### src/rtl/fc_gen_pkg.sv
// Shared definitions for the parametrised FC-layer controller: state encoding,
// derived-size helpers and the legality check on the layer geometry.
package fc_gen_pkg;

  typedef enum logic [1:0] {
    S_IDLE  = 2'd0,
    S_ISSUE = 2'd1,
    S_DRAIN = 2'd2,
    S_FIN   = 2'd3
  } fc_state_e;

  // Ceiling log2, never narrower than one bit so every derived bus stays legal.
  function automatic int fc_clog2(input int value);
    int width;
    int pow;
    width = 32'sd1;
    pow   = 32'sd2;
    while (pow < value) begin
      pow   = pow * 32'sd2;
      width = width + 32'sd1;
    end
    return width;
  endfunction

  function automatic int fc_steps(input int inneuron);
    return inneuron / 32'sd2;
  endfunction

  function automatic int fc_bpb(input int inneuron, input int pi);
    return (pi > 32'sd0) ? (inneuron / 32'sd2) / pi : 32'sd1;
  endfunction

  function automatic int fc_groups(input int outneuron, input int po);
    return (po > 32'sd0) ? outneuron / po : 32'sd1;
  endfunction

  function automatic bit fc_params_legal(input int pi, input int inneuron, input int outneuron,
                                         input int po, input int rd_lat, input int mult_lat);
    if (pi < 32'sd1 || po < 32'sd1 || rd_lat < 32'sd1 || mult_lat < 32'sd1) begin
      return 1'b0;
    end else if (inneuron < 32'sd2 || (inneuron % 32'sd2) != 32'sd0) begin
      return 1'b0;
    end else if (((inneuron / 32'sd2) % pi) != 32'sd0) begin
      return 1'b0;
    end else begin
      return (outneuron >= po) && ((outneuron % po) == 32'sd0);
    end
  endfunction

endpackage

### src/rtl/fc_delay_line.sv
// Fixed-depth shift register with synchronous clear; aligns control words with
// memory read latency and with the multiplier/accumulator latency.
module fc_delay_line #(
  parameter int DEPTH = 1,
  parameter int WIDTH = 1
) (
  input  logic             clk_i,
  input  logic             clr_i,
  input  logic [WIDTH-1:0] d_i,
  output logic [WIDTH-1:0] q_o
);

  logic [WIDTH-1:0] stage_q [DEPTH];

  // Shift every cycle; a clear empties all stages at once
  always_ff @(posedge clk_i) begin
    if (clr_i) begin
      for (int i = 0; i < DEPTH; i++) stage_q[i] <= {WIDTH{1'b0}};
    end else begin
      stage_q[0] <= d_i;
      for (int i = 1; i < DEPTH; i++) stage_q[i] <= stage_q[i-1];
    end
  end

  assign q_o = stage_q[DEPTH-1];

endmodule

### src/rtl/fc_control_gen.sv
// Controller for one fully-connected layer: issues neuron/weight reads two
// neurons per beat, muxes the active bank onto the MAC and strobes group writes.
module fc_control_gen
  import fc_gen_pkg::*;
#(
  parameter int DATA_WIDTH_FC = 16,
  parameter int PI            = 4,
  parameter int INNEURON      = 120,
  parameter int OUTNEURON     = 84,
  parameter int PO            = 2,
  parameter int RD_LAT        = 1,
  parameter int MULT_LAT      = 2,
  localparam int STEPS        = fc_steps(INNEURON),
  localparam int BPB          = fc_bpb(INNEURON, PI),
  localparam int GROUPS       = fc_groups(OUTNEURON, PO),
  localparam int CNT_W        = fc_clog2(STEPS),
  localparam int GRP_W        = fc_clog2(GROUPS + 1),
  localparam int IN_ADDR_W    = fc_clog2(2 * BPB),
  localparam int W_ADDR_W     = fc_clog2(GROUPS * STEPS)
) (
  input  logic                        clock,
  input  logic                        reset,
  input  logic                        start,
  input  logic                        stall,
  input  logic [DATA_WIDTH_FC*PI-1:0] in_neuron_q_a_all,
  input  logic [DATA_WIDTH_FC*PI-1:0] in_neuron_q_b_all,
  output logic                        in_neuron_rden,
  output logic [IN_ADDR_W-1:0]        in_neuron_addr_a,
  output logic [IN_ADDR_W-1:0]        in_neuron_addr_b,
  output logic                        fc_weight_rden,
  output logic [W_ADDR_W-1:0]         fc_weight_addr,
  output logic [DATA_WIDTH_FC-1:0]    in_neuron_q_a_mux,
  output logic [DATA_WIDTH_FC-1:0]    in_neuron_q_b_mux,
  output logic                        accum_sload,
  output logic                        enable_mult,
  output logic                        write_en,
  output logic [GRP_W-1:0]            out_addr,
  output logic [CNT_W-1:0]            count_sload,
  output logic [GRP_W-1:0]            count_out,
  output logic                        busy,
  output logic                        done
);

  localparam int BANK_W = fc_clog2(PI);
  localparam int META_W = 3 + BANK_W + GRP_W;
  localparam int WR_W   = 1 + GRP_W;

  if (!fc_params_legal(PI, INNEURON, OUTNEURON, PO, RD_LAT, MULT_LAT)) begin : g_illegal
    $error("fc_control_gen: illegal parameter combination");
  end

  fc_state_e             state_q;
  logic [CNT_W-1:0]      c_q, c_d;
  logic [GRP_W-1:0]      g_q, g_d;
  logic                  rden_q, busy_q, done_q;
  logic [IN_ADDR_W-1:0]  addr_a_q, addr_b_q, addr_a_s;
  logic [W_ADDR_W-1:0]   waddr_q, waddr_s;
  logic [META_W-1:0]     meta_q, meta_d, rd_tail_s;
  logic [BANK_W-1:0]     bank_s, rd_bank_s;
  logic                  issue_s, beat_last_s, layer_last_s, last_wr_s;
  logic                  rd_valid_s, rd_first_s, rd_last_s;
  logic [GRP_W-1:0]      rd_g_s;
  logic [WR_W-1:0]       wr_head_s, wr_tail_s;

  // Beat issue decode and counter advance
  always_comb begin
    issue_s      = (state_q == S_ISSUE) && !stall;
    beat_last_s  = (c_q == CNT_W'(STEPS - 1));
    layer_last_s = beat_last_s && (g_q == GRP_W'(GROUPS - 1));
    bank_s       = BANK_W'(int'(c_q) / BPB);
    addr_a_s     = IN_ADDR_W'(32'sd2 * (int'(c_q) % BPB));
    waddr_s      = W_ADDR_W'(int'(g_q) * STEPS + int'(c_q));
    c_d          = c_q;
    g_d          = g_q;
    meta_d       = {META_W{1'b0}};
    if (issue_s) begin
      meta_d = {1'b1, (c_q == {CNT_W{1'b0}}), beat_last_s, bank_s, g_q};
      if (beat_last_s) begin
        c_d = {CNT_W{1'b0}};
        g_d = layer_last_s ? {GRP_W{1'b0}} : g_q + 1'b1;
      end else begin
        c_d = c_q + 1'b1;
      end
    end else begin
      meta_d = {META_W{1'b0}};
    end
  end

  // Layer FSM with registered issue strobes and handshake
  always_ff @(posedge clock) begin
    if (reset) begin
      state_q  <= S_IDLE;
      c_q      <= {CNT_W{1'b0}};
      g_q      <= {GRP_W{1'b0}};
      rden_q   <= 1'b0;
      addr_a_q <= {IN_ADDR_W{1'b0}};
      addr_b_q <= {IN_ADDR_W{1'b0}};
      waddr_q  <= {W_ADDR_W{1'b0}};
      meta_q   <= {META_W{1'b0}};
      busy_q   <= 1'b0;
      done_q   <= 1'b0;
    end else begin
      c_q      <= c_d;
      g_q      <= g_d;
      rden_q   <= issue_s;
      addr_a_q <= issue_s ? addr_a_s : {IN_ADDR_W{1'b0}};
      addr_b_q <= issue_s ? addr_a_s + 1'b1 : {IN_ADDR_W{1'b0}};
      waddr_q  <= issue_s ? waddr_s : {W_ADDR_W{1'b0}};
      meta_q   <= meta_d;
      busy_q   <= (state_q == S_ISSUE) || (state_q == S_DRAIN);
      done_q   <= (state_q == S_DRAIN) && last_wr_s;
      case (state_q)
        S_IDLE:  if (start) state_q <= S_ISSUE;
        S_ISSUE: if (issue_s && layer_last_s) state_q <= S_DRAIN;
        S_DRAIN: if (last_wr_s) state_q <= S_FIN;
        S_FIN:   state_q <= S_IDLE;
        default: state_q <= S_IDLE;
      endcase
    end
  end

  fc_delay_line #(.DEPTH(RD_LAT), .WIDTH(META_W)) u_rd_align (
    .clk_i (clock),
    .clr_i (reset),
    .d_i   (meta_q),
    .q_o   (rd_tail_s)
  );

  assign {rd_valid_s, rd_first_s, rd_last_s, rd_bank_s, rd_g_s} = rd_tail_s;

  // Bank select on the beat whose read data is arriving now
  always_comb begin
    in_neuron_q_a_mux = {DATA_WIDTH_FC{1'b0}};
    in_neuron_q_b_mux = {DATA_WIDTH_FC{1'b0}};
    for (int p = 0; p < PI; p++) begin
      in_neuron_q_a_mux = (rd_valid_s && (rd_bank_s == BANK_W'(p)))
                          ? in_neuron_q_a_all[p*DATA_WIDTH_FC +: DATA_WIDTH_FC] : in_neuron_q_a_mux;
      in_neuron_q_b_mux = (rd_valid_s && (rd_bank_s == BANK_W'(p)))
                          ? in_neuron_q_b_all[p*DATA_WIDTH_FC +: DATA_WIDTH_FC] : in_neuron_q_b_mux;
    end
  end

  assign wr_head_s = {rd_valid_s & rd_last_s, (rd_valid_s & rd_last_s) ? rd_g_s : {GRP_W{1'b0}}};

  fc_delay_line #(.DEPTH(MULT_LAT), .WIDTH(WR_W)) u_wr_align (
    .clk_i (clock),
    .clr_i (reset),
    .d_i   (wr_head_s),
    .q_o   (wr_tail_s)
  );

  assign write_en         = wr_tail_s[GRP_W];
  assign out_addr         = wr_tail_s[GRP_W-1:0];
  assign last_wr_s        = write_en && (out_addr == GRP_W'(GROUPS - 1));
  assign enable_mult      = rd_valid_s;
  assign accum_sload      = rd_valid_s & rd_first_s;
  assign in_neuron_rden   = rden_q;
  assign fc_weight_rden   = rden_q;
  assign in_neuron_addr_a = addr_a_q;
  assign in_neuron_addr_b = addr_b_q;
  assign fc_weight_addr   = waddr_q;
  assign count_sload      = c_q;
  assign count_out        = g_q;
  assign busy             = busy_q;
  assign done             = done_q;

endmodule
### config.mk
export PLATFORM = sky130hd
export DESIGN_NAME = fc_control_gen
export DESIGN_NICKNAME = d
export VERILOG_FILES = /design/src/rtl/fc_gen_pkg.sv /design/src/rtl/fc_delay_line.sv /design/src/rtl/fc_control_gen.sv
export SDC_FILE = /design/constraint.sdc
export NUM_CORES = 1
export LEC_CHECK = 0
export CORE_MARGIN = 1.5
export CORE_UTILIZATION = 42
export DETAILED_ROUTE_END_ITERATION = 12
export GPL_TIMING_DRIVEN = 0
export PLACE_DENSITY = 0.91
export SLEW_MARGIN = 20
export SYNTH_ARGS = -nofsm -noshare
export SYNTH_HDL_FRONTEND = slang
export SYNTH_SLANG_ARGS = --single-unit
export TNS_END_PERCENT = 100
### constraint.sdc
create_clock -name clock -period 4.6 [get_ports clock]
set_input_delay 0.69 -clock clock [delete_from_list [all_inputs] [get_ports clock]]
set_output_delay 0.69 -clock clock [all_outputs]
set_load 0.02 [all_outputs]
==> results.cfg, run 1 <==
[outcome]
status = complete, no violations

[grt]
overflow = 0
grt_max_degree = 14
gr-usage-met2_pct = 46.8
grt_pass1_wl_um = 22300
grt_pass1_vias = 4364
grt_usage_pct = 25.0
antenna_found_initial = 0
use_met1_pct = 26.4
grtUsageMet3_pct = 7.02
grt-busiest-layer = met2

[critical_path]
cp.arrival_ps = 4100
critPathMostFrequentCell = fa_1
reg2regPathDepth = 12
critPathKind = reg -> reg
cpMaxStageDelayCell = dfxtp_1
r2r_end = fc_weight_addr[11]
crit_path_end_kind = register
max_stage_delay_ps = 590
regToRegStartpoint = count_out[2]
reg2reg_slack_ps = 740
start_kind = register
cp_max_fo = 8
required_ps = 4840
crit_chain = fa_1, inv_1, fa_1, fa_1, inv_1, ha_1, nand2_1, o21ai_0, nor4b_1, nand4b_1, xnor3_1, and2_1

[cells_and_area]
fin_util_pct = 67.7
diodes = 0
syn2layout_area_growth_pct = 54.8
drive_gt1_share_pct = 11.0
seq_area_um2 = 1380
nets = 843
final_common_cell = clkdlybuf4s50_1
multi_input_area_um2 = 2910
nFillCells = 806
finish.instance_area_um2 = 7080
stdcell_count = 808
final_cell_mix = clkdlybuf4s50_1 (209), dfxtp_1 (69), and2_1 (46)

[power_and_ir_drop]
finalPower_mw = 1.57
power.internal_mw = 1.18
swShare_pct = 24.9
switching_power_mw = 0.392
clkPwrFrac_pct = 38.1
p_seq_share_pct = 40.3
powerDensity_nw_per_um2 = 222
vdd.ir_drop.worst_uv = 205
power_leakage_nw = 2.81
pwr-share-comb_pct = 21.6

[cts]
clockRootBuffer = clkbuf_8
cts_resized = 0
cts_max_level = 3
cts_buffers = 9
cts_buffer_depth = 2
clk_latency_ps = 340
holdBufCountCts = 0
cts_sinks = 69
cts_tree = done
path_clk_slew_ps = 80
cts_setup_buffers = 0

[drt]
drcViolationCount = 0
drt_iter0_markers = 198
ant_nets = 0
via_count = 4233
vias_per_cell = 5.24
drt_wl_total_um = 14700
drtPass1Iterations = 4
wl_per_cell_um = 18.2

[synth]
syn-instance-count = 447
yosysWarningCount = 0
syn-cell-area_um2 = 4570
synthFlopType = dfxtp_1
ys_seq_area_share_pct = 30.2
syn_nets = 623
synth_edf_count = 0
synth-seq-cells = 69
avgSynthCellArea_um2 = 10.2
ys_async_sr_fraction_pct = 0
synth_cell_types = 57

[timing]
tns_ps = 0
whs_ps = 434
slew_headroom_pct = 61.5
setup_viol = 0
max_freq_ghz = 0.259
slew_viol_final = 0
fin_crit_sh_pct = 83.9
skew_ps = 4.99
fin_ws_ps = 739
period_needed_ps = 3860
finalHoldViolCount = 0
max_slew.worst_pin.slew_ps = 578
grt_setup_unrepaired = false

[job]
cap_violations = 0

[floorplan]
die_width_um = 107
die-area_um2 = 11500
num_rows = 37
initial_core_util_pct = 43.7
core_area_um2 = 10500
die_height_um = 107
pin_count = 211

[place]
gp_congestion = 0.934
post-dp-hpwl_um = 11900
dp_slack_ps = 771
dpl.cell_count = 792
io_buffers = 209
placed_cell_area_um2 = 6840

[min_path]
whs_path_depth = 1
hp-start = u_rd_align.stage_q[0][4]
whs_endpoint = u_wr_align.stage_q[0][4]
hold_path.class = reg -> reg
worst max-delay path, delay by kind of cell, from the launching register on:
family | cells | cell delay [ps]
AOI/OAI and AO/OA | 1 | 210
xor gates and xnor gates | 1 | 210
buffers and inverters | 2 | 130
adders and majority gates | 4 | 1810
DFF | 1 | 590
and+or+nand+nor | 4 | 800
routing by layer:
| layer | wire (um) | vias up |
|---|---|---|
| met4 | 498 | 0 |
| met5 | 0 | - |
| met3 | 1250 | 38 |
| met1 | 5350 | 2035 |
| met2 | 7590 | 178 |
| li1 | - | 1982 |
synth_stat cells, types with 3 or more instances:
library cell	instances	area, um2
fa_1	10	200
clkbuf_1	11	41.3
ha_1	34	425
nor2b_1	27	169
nand4b_1	3	26.3
nor3_1	6	30.0
xor2_1	8	70.1
buf_4	15	113
buf_2	4	20.0
mux4_2	32	721
o31ai_1	3	22.5
mux2i_1	4	40.0
nand2_1	19	71.3
nor2_1	38	143
o21ai_0	4	20.0
nand2b_1	4	25.0
and2_1	46	288
buf_1	3	11.3
a21oi_1	8	40.0
inv_1	22	82.6
nor3b_1	3	22.5
xnor2_1	15	131
dfxtp_1	69	1380
nand4_1	5	31.3
nand3_1	12	60.1
power by group through the flow:
| stage | Clock (mW) | Sequential (mW) | Combinational [mW] |
|---|---|---|---|
| after global placement | 0 | 0.645 | 0.320 |
| after global routing | 0.632 | 0.637 | 0.365 |
| after detailed placement | 0 | 0.648 | 0.334 |
| final | 0.599 | 0.634 | 0.340 |
| after floorplan | 0 | 0.651 | 0.138 |
| after CTS | 0.606 | 0.634 | 0.340 |
worst max path at each step:
stage | startpoint | to | slack [ps] | cells after the start
floorplan | count_out[2] | fc_weight_addr[11] | 1050 | 12
detailed placement | count_out[2] | fc_weight_addr[11] | 770 | 12
global placement | count_out[0] | fc_weight_addr[11] | 820 | 12
finish | count_out[2] | fc_weight_addr[11] | 740 | 12
global route | count_out[2] | fc_weight_addr[11] | 450 | 12
CTS | count_out[2] | fc_weight_addr[11] | 720 | 12
sequential cells by signal (all words and copies together), names as in the netlist, 2 cells and up:
name	count
count_out	6
fc_weight_addr	12
meta_q	10
count_sload	6
u_rd_align.stage_q	11
u_wr_align.stage_q	14
in_neuron_addr_a	4
state_q	2
area by class of cell:
class	instances	share of cell area (%)
clock buffers	9	1.75
flip-flops and latches	69	19.5
clock inverters	7	1.70
well taps	136	2.40
plain buffers	34	2.77
inverters	22	1.17
multi-input cells	322	41.2
repair buffers	209	29.5
cells by family after synthesis:
family          share of synthesized area, %
other cells                           0.0820
mux                                     17.2
fa+ha+maj                               13.7
compound gates                          7.14
simple gates                            20.7
xor+xnor                                4.90
flops                                   30.2
buf+inv                                 6.10
(Power assumes the default switching activity.)
==> run 2: changes to the inputs <==
clock period = 3.99 ns   (was 4.6 ns; I/O delays follow)
==> results.cfg, run 2 (same netlist as run 1, synthesis figures left out) <==
[power_and_ir_drop]
switching_power_mw = 0.451
vdd.ir_drop.worst_uv = 237
swShare_pct = 24.9
pwr-share-comb_pct = 21.6
power.internal_mw = 1.36
powerDensity_nw_per_um2 = 256
clkPwrFrac_pct = 38.1
power_leakage_nw = 2.81
p_seq_share_pct = 40.3

[timing]
grt_setup_unrepaired = false
fin_crit_sh_pct = 94.7
setup_viol = 0
skew_ps = 4.31
finalHoldViolCount = 0
slew_viol_final = 0
max_freq_ghz = 0.265
tns_ps = 0
slew_headroom_pct = 60.9
period_needed_ps = 3780
max_slew.worst_pin.slew_ps = 587

[floorplan]
die-area_um2 = 11500
initial_core_util_pct = 43.7
core_area_um2 = 10500
die_height_um = 107
pin_count = 211
num_rows = 37
die_width_um = 107

[drt]
ant_nets = 0
drt_iter0_markers = 202
drcViolationCount = 0
via_count = 4202
wl_per_cell_um = 18.2
drtPass1Iterations = 4
vias_per_cell = 5.20
drt_wl_total_um = 14700

[critical_path]
regToRegStartpoint = count_out[2]
cpMaxStageDelayCell = dfxtp_1
required_ps = 4230
critPathKind = reg -> reg
cp_max_fo = 8
crit_path_end_kind = register
critPathMostFrequentCell = fa_1
cp_num_buf_inv = 2
cp-startpoint = count_out[2]
max_stage_delay_ps = 590
critPathTopFamily = adder cells
start_kind = register
crit_chain = fa_1, inv_1, fa_1, fa_1, inv_1, ha_1, nand2_1, o21ai_0, nor4b_2, nand4b_1, xnor3_1, and2_1
cp.arrival_ps = 4020

[grt]
grt_pass1_vias = 4364
grt_max_degree = 14
grt_usage_pct = 25.0
grt_pass1_wl_um = 22300
antenna_found_initial = 0
overflow = 0

[cts]
path_clk_slew_ps = 80
holdBufCountCts = 0
cts_max_level = 3
cts_tree = done
clockRootBuffer = clkbuf_8
cts_sinks = 69
clk_latency_ps = 340
cts_buffers = 9
cts_buffer_depth = 2

[cells_and_area]
regMostFlops = u_wr_align.stage_q
syn2layout_area_growth_pct = 54.9
diodes = 0
nFillCells = 803
final_common_cell = clkdlybuf4s50_1
nets = 843
drive_gt1_share_pct = 11.2
fin_util_pct = 67.7
largest_reg_flops = 14
final_cell_mix = clkdlybuf4s50_1 (209), dfxtp_1 (69), and2_1 (46)

[min_path]
hold_path.class = reg -> reg
hp-start = u_rd_align.stage_q[0][4]

[outcome]
status = complete, no violations

[place]
io_buffers = 209
gp_congestion = 0.934
post-dp-hpwl_um = 11900

[job]
cap_violations = 0
-- run 2: cell counts in the layout (fill, tap and decap cells not counted) --
No cell type changed its count.
-- run 2: path summary, 6_finish.rpt --
| path | slack, ps | depth (start not counted) | endpoint |
|---|---|---|---|
| worst max-delay path | 210 | 12 | fc_weight_addr[11] |
| worst min-delay path | 430 | 1 | u_wr_align.stage_q[0][4] |
| worst max register to register | 210 | 12 | fc_weight_addr[11] |
| worst min register to register | 430 | 1 | u_wr_align.stage_q[0][4] |
-- run 2: stage by stage --
stage,setup WS (ps),total power [mW],hold WS (ps),cell area [um2],instances
5_1_grt,22.2,1.88,455,7090,808
4_1_cts,113,1.82,438,7080,808
2_1_floorplan,439,0.909,406,4570,447
6_report,211,1.81,435,7090,808
3_3_place_gp,209,1.11,409,6840,792
3_5_place_dp,161,1.13,417,6840,792
-- run 2: per-layer routing --
layer  global-route usage, %  wire (um)  vias up
li1                        -          -     1981
met1                    26.4       5410     2007
met2                    46.8       7550      173
met3                    7.02       1220       41
met4                    9.21        511        0
met5                       0          0        -
-- run 2: layout make-up --
cell class	instances	area [um2]	area share, %
timing repair buffer	209	2090	29.5
clock buffer	9	124	1.75
multi-input combinational	322	2920	41.2
tap	136	170	2.40
buffer	34	196	2.77
inverter	22	82.6	1.17
clock inverter	7	120	1.69
sequential	69	1380	19.5
-- run 2: timing repair --
action / in CTS / in global routing
buffers inserted: 0 / 0
hold endpoints to repair: 0 / 0
endpoints found under the setup margin: 0 / 1
gates resized for setup: 0 / 1
-- run 2: power by group through the flow --
stage,Clock (mW),Sequential (mW),Combinational (mW)
after floorplan,0,0.750,0.159
after global placement,0,0.744,0.369
after detailed placement,0,0.747,0.386
after CTS,0.699,0.731,0.392
after global routing,0.729,0.734,0.420
final,0.690,0.730,0.391
